### config.mk
export PLATFORM = sky130hd
export DESIGN_NAME = pipe_addsub
export DESIGN_NICKNAME = d
export VERILOG_FILES = /design/src/rtl/pipe_addsub.sv
export SDC_FILE = /design/constraint.sdc
export NUM_CORES = 1
export LEC_CHECK = 0
export ABC_AREA = 1
export CAP_MARGIN = 20
export CORE_ASPECT_RATIO = 2
export CORE_UTILIZATION = 56
export DETAILED_ROUTE_END_ITERATION = 6
export PLACE_DENSITY = 0.77
export SYNTH_ARGS = -nofsm -noshare
export SYNTH_HDL_FRONTEND = slang
export SYNTH_SLANG_ARGS = --single-unit
### constraint.sdc
create_clock -name clk -period 2.2 [get_ports clk]
set_input_delay 0.22 -clock clk [delete_from_list [all_inputs] [get_ports clk]]
set_output_delay 0.22 -clock clk [all_outputs]
set_load 0.02 [all_outputs]
### src/rtl/pipe_addsub.sv
// Pipelined WIDTH-bit adder/subtractor. Operands are resolved one CW-bit chunk per stage,
// with the chunk carry registered between stages and a valid/ready handshake at both ends.
module pipe_addsub #(
  parameter int WIDTH  = 32,
  parameter int STAGES = 4
) (
  input  logic             clk,
  input  logic             rst_n,
  input  logic             in_valid,
  output logic             in_ready,
  input  logic [WIDTH-1:0] a,
  input  logic [WIDTH-1:0] b,
  input  logic             sub,
  output logic             out_valid,
  input  logic             out_ready,
  output logic [WIDTH-1:0] sum,
  output logic             cout,
  output logic             overflow,
  output logic             zero
);
  localparam int CW = WIDTH / STAGES;

  if (STAGES < 1 || WIDTH % STAGES != 0) begin : g_chk
    $error("pipe_addsub: WIDTH must be a non-zero multiple of STAGES");
  end

  logic [STAGES-1:0] v, ld, adv;
  logic [STAGES:0]   vsrc;

  assign vsrc = {v, in_valid};

  // Stall propagates back from the output; an empty stage loads regardless of downstream.
  always_comb begin
    logic nxt;
    ld  = '0;
    adv = '0;
    nxt = out_ready;
    for (int k = STAGES-1; k >= 0; k--) begin
      adv[k] = nxt;
      ld[k]  = vsrc[k] && (!v[k] || nxt);
      nxt    = ld[k];
    end
  end

  always_ff @(posedge clk or negedge rst_n) begin
    if (!rst_n) begin
      v <= '0;
    end else begin
      for (int k = 0; k < STAGES; k++) begin
        if (ld[k])       v[k] <= 1'b1;
        else if (adv[k]) v[k] <= 1'b0;
      end
    end
  end

  // Stage k sees only the operand bits not yet consumed (RW wide), so the
  // operand registers shrink by CW per stage while the partial sum grows.
  for (genvar k = 0; k < STAGES; k++) begin : g_st
    localparam int RW = WIDTH - k*CW;
    logic [RW-1:0]         sa, sb;
    logic                  sc;
    logic [CW:0]           ch;
    logic [(k+1)*CW-1:0]   ns, s_q;
    logic                  c_q;

    if (k == 0) begin : g_src
      assign sa = a;
      assign sb = b ^ {WIDTH{sub}};
      assign sc = sub;
      assign ns = ch[CW-1:0];
    end else begin : g_src
      assign sa = g_st[k-1].g_fwd.a_q;
      assign sb = g_st[k-1].g_fwd.b_q;
      assign sc = g_st[k-1].c_q;
      assign ns = {ch[CW-1:0], g_st[k-1].s_q};
    end

    assign ch = {1'b0, sa[CW-1:0]} + {1'b0, sb[CW-1:0]} + (CW+1)'(sc);

    always_ff @(posedge clk or negedge rst_n) begin
      if (!rst_n) begin
        s_q <= '0;
        c_q <= 1'b0;
      end else if (ld[k]) begin
        s_q <= ns;
        c_q <= ch[CW];
      end
    end

    if (k < STAGES-1) begin : g_fwd
      logic [RW-CW-1:0] a_q, b_q;
      always_ff @(posedge clk or negedge rst_n) begin
        if (!rst_n) begin
          a_q <= '0;
          b_q <= '0;
        end else if (ld[k]) begin
          a_q <= sa[RW-1:CW];
          b_q <= sb[RW-1:CW];
        end
      end
    end else begin : g_last
      logic ovf_q, zero_q;
      always_ff @(posedge clk or negedge rst_n) begin
        if (!rst_n) begin
          ovf_q  <= 1'b0;
          zero_q <= 1'b0;
        end else if (ld[k]) begin
          ovf_q  <= (sa[CW-1] == sb[CW-1]) && (ch[CW-1] != sa[CW-1]);
          zero_q <= (ns == '0);
        end
      end
    end
  end

  assign in_ready  = !v[0] || adv[0];
  assign out_valid = vsrc[STAGES];
  assign sum       = g_st[STAGES-1].s_q;
  assign cout      = g_st[STAGES-1].c_q;
  assign overflow  = g_st[STAGES-1].g_last.ovf_q;
  assign zero      = g_st[STAGES-1].g_last.zero_q;

endmodule
* After elaboration in Yosys (flattened, before gate mapping)
Cells that the tools add are included.
Widths: inputs -> output; s select.
** Word-level totals
- Bits in registers :: 186
- Bits in latches :: 0
- Memory bits (writable) :: 0
- ROM bits :: 0
- Bits of input ports :: 69
- Output and inout port bits :: 37
- Word-level logic and storage cells :: 57
- Memories kept :: 0
** Operators by class
- Add/sub/neg operators :: 8
- Multiply operators :: 0
- Div/mod/pow operators :: 0
- Magnitude comparators :: 0
- Equal/unequal tests :: 2
- Shift-type cells :: 0
- Mux-type cells :: 8
- Bitwise logic cells :: 1
- Reductions and logical operators :: 18
** Operator list (count)
- $add 8x8->9 :: 4
- $add 9x1->9 :: 4
- $logic_not 32->1 :: 1
- $xor 32x32->32 :: 1
- $mux 1 :: 8
- $reduce_bool 2->1 :: 4
- $logic_and 1x1->1 :: 5
- $logic_not 1->1 :: 4
- $logic_or 1x1->1 :: 4
- $eq 1x1->1 :: 1
- $ne 1x1->1 :: 1

* Logic depth before layout (Yosys ltp)
- Depth after elaboration :: 10
- Depth in mapped cells :: 12
- Mapped depth without buffers :: 12

* Least setup slack after synthesis
OpenSTA, ideal clock, no wires.
- Path kind :: reg-to-reg
- Start point :: reg g_st[2].c_q
- End point :: reg g_st[3].g_last.zero_q (netlist: zero)
- Library setup time :: 0.066 ns
- Arrival time :: 1.855 ns
- Data required time :: 2.134 ns
- Setup slack :: 0.279 ns
- Stages on the path, launching flop included :: 12
- Path buffers :: 0
- Clock period less this slack :: 1.921 ns
- Cells stage by stage :: dfrtp_1 fa_1 fa_1 nand2_1 nand2_1 nor2_1 nand2_1 nor2_1 nand3_1 nor2_1 nand3_1 nand2_1
** Between the ends
- Word-level cells in the longest chain between the ends :: 2
** RTL lines
- from (decl) :: RTL line 64 : logic c_q;
- from (signal assigned) :: RTL line 86 : c_q <= ch[CW];
- $add 9x1->9 :: RTL line 78 : assign ch = {1'b0, sa[CW-1:0]} + {1'b0, sb[CW-1:0]} + (CW+1)'(sc);
- $logic_not 32->1 :: RTL line 109 : zero_q <= (ns == '0);
- to (signal assigned) :: RTL line 109
- to (decl) :: RTL line 102 : logic ovf_q, zero_q;
Every way passes these cells.
A chain may end at the register's enable or synchronous reset.

* Final worst setup path
Ends and elaborated chain as after synthesis.

==> flow_metrics.env <==
export IMPL_outcome="finished clean"
export IMPL_synth_seq_cells=186
export IMPL_hold_violations=0
export IMPL_cp_start_kind="flip-flop"
export IMPL_nets=1201
export IMPL_period_minus_slack_ns=2.034
export IMPL_netlist_area_sq_um=8631
export IMPL_die_y_microns=177.6
export IMPL_cts_path_max_buffers=2
export IMPL_vdd_drop_max_uv=913.0
export IMPL_drt_wirelength_per_cell_microns=12.82
export IMPL_wl_mm=16.73
export IMPL_cp_data_required_time_ns=2.57
export IMPL_cellLeakagePower_nw=5.232
export IMPL_ys_warn_count=0
export IMPL_grt_antenna_before_repair=0
export IMPL_die_area_sq_um=15940
export IMPL_synthCells=997
export IMPL_drc=0
export IMPL_post_dp_hpwl_mm=12.08
export IMPL_clk_pin_slew_ns=0.07
export IMPL_fin_ws_ns=0.1661
export IMPL_setup_violations_final=0
export IMPL_preCtsSetupSlack_ns=0.07208
export IMPL_busiest_layer="met2"
export IMPL_port_buffers=105
export IMPL_synth_top_area_cell="dfrtp_1"
export IMPL_rsz0062_at_grt="no"
export IMPL_cp_cell_sequence="fa_1 -> fa_2 -> nand2_1 -> nand2_1 -> nor2_1 -> nand2_1 -> nor2_1 -> nand3_1 -> nor2_1 -> nand3_1 -> nand2_1"
export IMPL_grt_util_met2_pct=41.19
export IMPL_grt_pass1_wl_mm=29.34
export IMPL_multiInputGateArea_sq_um=3480
export IMPL_vias=6556
export IMPL_ios=106
export IMPL_syn2layout_area_growth_pct=21.50
export IMPL_arrival_ns=2.41
export IMPL_drive_gt1_share_pct=5.315
export IMPL_worstReg2RegEnd="zero$_DFFE_PN0P_"
export IMPL_antenna_cells=0
export IMPL_r2r_slack_ns=0.17
export IMPL_avgSynthCellArea_sq_um=8.657
export IMPL_critPathCaptureType="flip-flop"
export IMPL_fmax_ghz=0.4917
export IMPL_synth_top_area_share_pct=53.93
export IMPL_first_iter_violations=344
export IMPL_core_sq_um=14980
export IMPL_path_common_cell="nand2_1"
export IMPL_antenna_left=0
export IMPL_cts_tree="done"
export IMPL_die_width_microns=89.79
export IMPL_numCtsBuffers=17
export IMPL_max_cap_viol_count=0
export IMPL_post_cts_buffers=0
export IMPL_grtUsageMet1_pct=27.71
export IMPL_overflow=0
export IMPL_grt_start_max_net_pins=82
export IMPL_use_met3_pct=3.428
export IMPL_skew_ns=0.006578
export IMPL_yosys_top_cells_area="dfrtp_1 54%, nand2_1 17%, o21ai_0 5.7%"
export IMPL_seq_area_frac_synth_pct=53.93
export IMPL_worstSetupPathType="flip-flop to flip-flop"
export IMPL_grtUsageTotal_pct=22.98
export IMPL_finalMaxSlewViolations=0
export IMPL_max_stage_delay_ns=0.49
export IMPL_p_per_area_nw_per_um2=1448
export IMPL_gp_congestion=0.8613
export IMPL_clk_latency_ns=0.43
export IMPL_grt_pass1_vias=6504
export IMPL_synth_nets=1101
export IMPL_rr_worst_depth=11
export IMPL_worst_pin_slew_ns=0.5632
export IMPL_r2r_start="g_st[2].c_q$_DFFE_PN0P_"
export IMPL_nFillCells=1185
export IMPL_synth_cell_types=30
export IMPL_vias_per_cell=5.024
export IMPL_slew_headroom_pct=62.40
export IMPL_hp_class="input port to asynchronous set/reset pin"
export IMPL_timing_final_crit_share_pct=92.45
export IMPL_final_common_cell="nand2_1"
export IMPL_htreeDepth=4
export IMPL_num_rows=63
export IMPL_regArea_sq_um=4654
export IMPL_cts_root_buf="clkbuf_16"
export IMPL_firstDrtPassIters=5
export IMPL_slowest_stage="fa_1"
export IMPL_initial_core_util_pct=57.63
export IMPL_clock_sinks=186
export IMPL_critical_path_peak_fanout=4
export IMPL_final_cell_mix="389 x nand2_1, 186 x dfrtp_1, 103 x clkdlybuf4s50_1, 98 x o21ai_0, 78 x inv_1"
export IMPL_setup_tns_final_ns=0
[per-stage QoR]
stage	utilization, %	instance area, sq um	instances	power (mW)	hold WS, ns
2_1_floorplan	-	8631	997	10.23	-0.07559
3_3_place_gp	66.07	9894	1272	12.03	0.1379
3_5_place_dp	66.07	9894	1272	12.25	0.1394
4_1_cts	70.00	10480	1305	15.28	0.2460
5_1_grt	70.02	10490	1305	16.44	0.2808
6_report	70.02	10490	1305	15.19	0.2493
[cell usage after synthesis]
library cell  count
buf_2            21
a31oi_1           3
a21o_1            2
clkinv_1          1
nand4_1          11
xor2_1           11
o22ai_1           5
inv_2             2
nand2_1         389
nor2_1           36
inv_1            78
a22oi_1           1
xnor2_1          31
nand2_4           2
nand2_2           2
ha_1             28
o21bai_1          1
o21ai_0          98
and2_0            2
clkbuf_1         15
nand3_2           3
a21oi_1          16
o21a_1            1
buf_6             3
nand3_1          29
o21ai_1           9
nand3b_1          3
fa_1              7
or2_2             1
dfrtp_1         186
[worst max-delay path by stage]
stage	from	to	slack, ns	cells after the start
final	g_st[2].c_q$_DFFE_PN0P_	zero$_DFFE_PN0P_	0.17	11
after global routing	g_st[2].c_q$_DFFE_PN0P_	zero$_DFFE_PN0P_	0.04	11
after CTS	g_st[2].c_q$_DFFE_PN0P_	zero$_DFFE_PN0P_	0.12	11
after detailed placement	b[1]	g_st[0].c_q$_DFFE_PN0P_	0.07	9
after global placement	b[1]	g_st[0].c_q$_DFFE_PN0P_	0.18	9
after floorplan	g_st[2].c_q$_DFFE_PN0P_	zero$_DFFE_PN0P_	0.28	11
[repair_timing]
item | in CTS | in global routing
setup endpoints to repair | 0 | 1
resized for setup | 0 | 1
hold endpoints to repair | 32 | 0
hold buffers | 1 | 0
[final cells by class]
cell class	count	area share, %
sequential	186	44.39
inverter	81	2.899
clock buffer	17	4.057
tap	195	2.327
multi-input combinational	691	33.18
timing repair buffer	120	11.68
clock inverter	15	1.468
[state kept, by name (all words and copies together), names as in the netlist]
| name | count |
|---|---|
| g_st.g_fwd.b_q | 48 |
| zero | 1 |
| overflow | 1 |
| g_st.g_fwd.a_q | 48 |
| cout | 1 |
| g_st.c_q | 3 |
| v | 4 |
| g_st.s_q | 48 |
| sum | 32 |
[where the power goes]
part | leakage, nW | switching (mW) | total (mW) | internal (mW)
combinational | 2.64 | 3.94 | 6.49 | 2.56
sequential | 2.31 | 0.826 | 5.77 | 4.94
clock | 0.283 | 1.42 | 2.93 | 1.51
[metal layers]
layer / share of wire (%) / wire, microns
met2: 53 / 8865
met1: 42 / 7061
met5: 0 / 0
met4: 2.2 / 367
met3: 2.6 / 440
[cell families after synthesis]
kind of cell             Yosys count  synth area share [%]
AND/OR/NAND/NOR                  478                 22.19
AO/OA/AOI/OAI                    136                 8.147
XOR/XNOR                          42                 4.262
adder cells (fa/ha/maj)           35                 5.683
flip-flops                       186                 53.93
buffers and inverters            120                 5.784
[critical path, delay by kind of cell (launching register included)]
family	cells	cell delay (ns)
fa+ha+maj	2	0.88
flops	1	0.40
simple gates	9	0.72
Note: power is estimated with default switching activity, not from simulation.
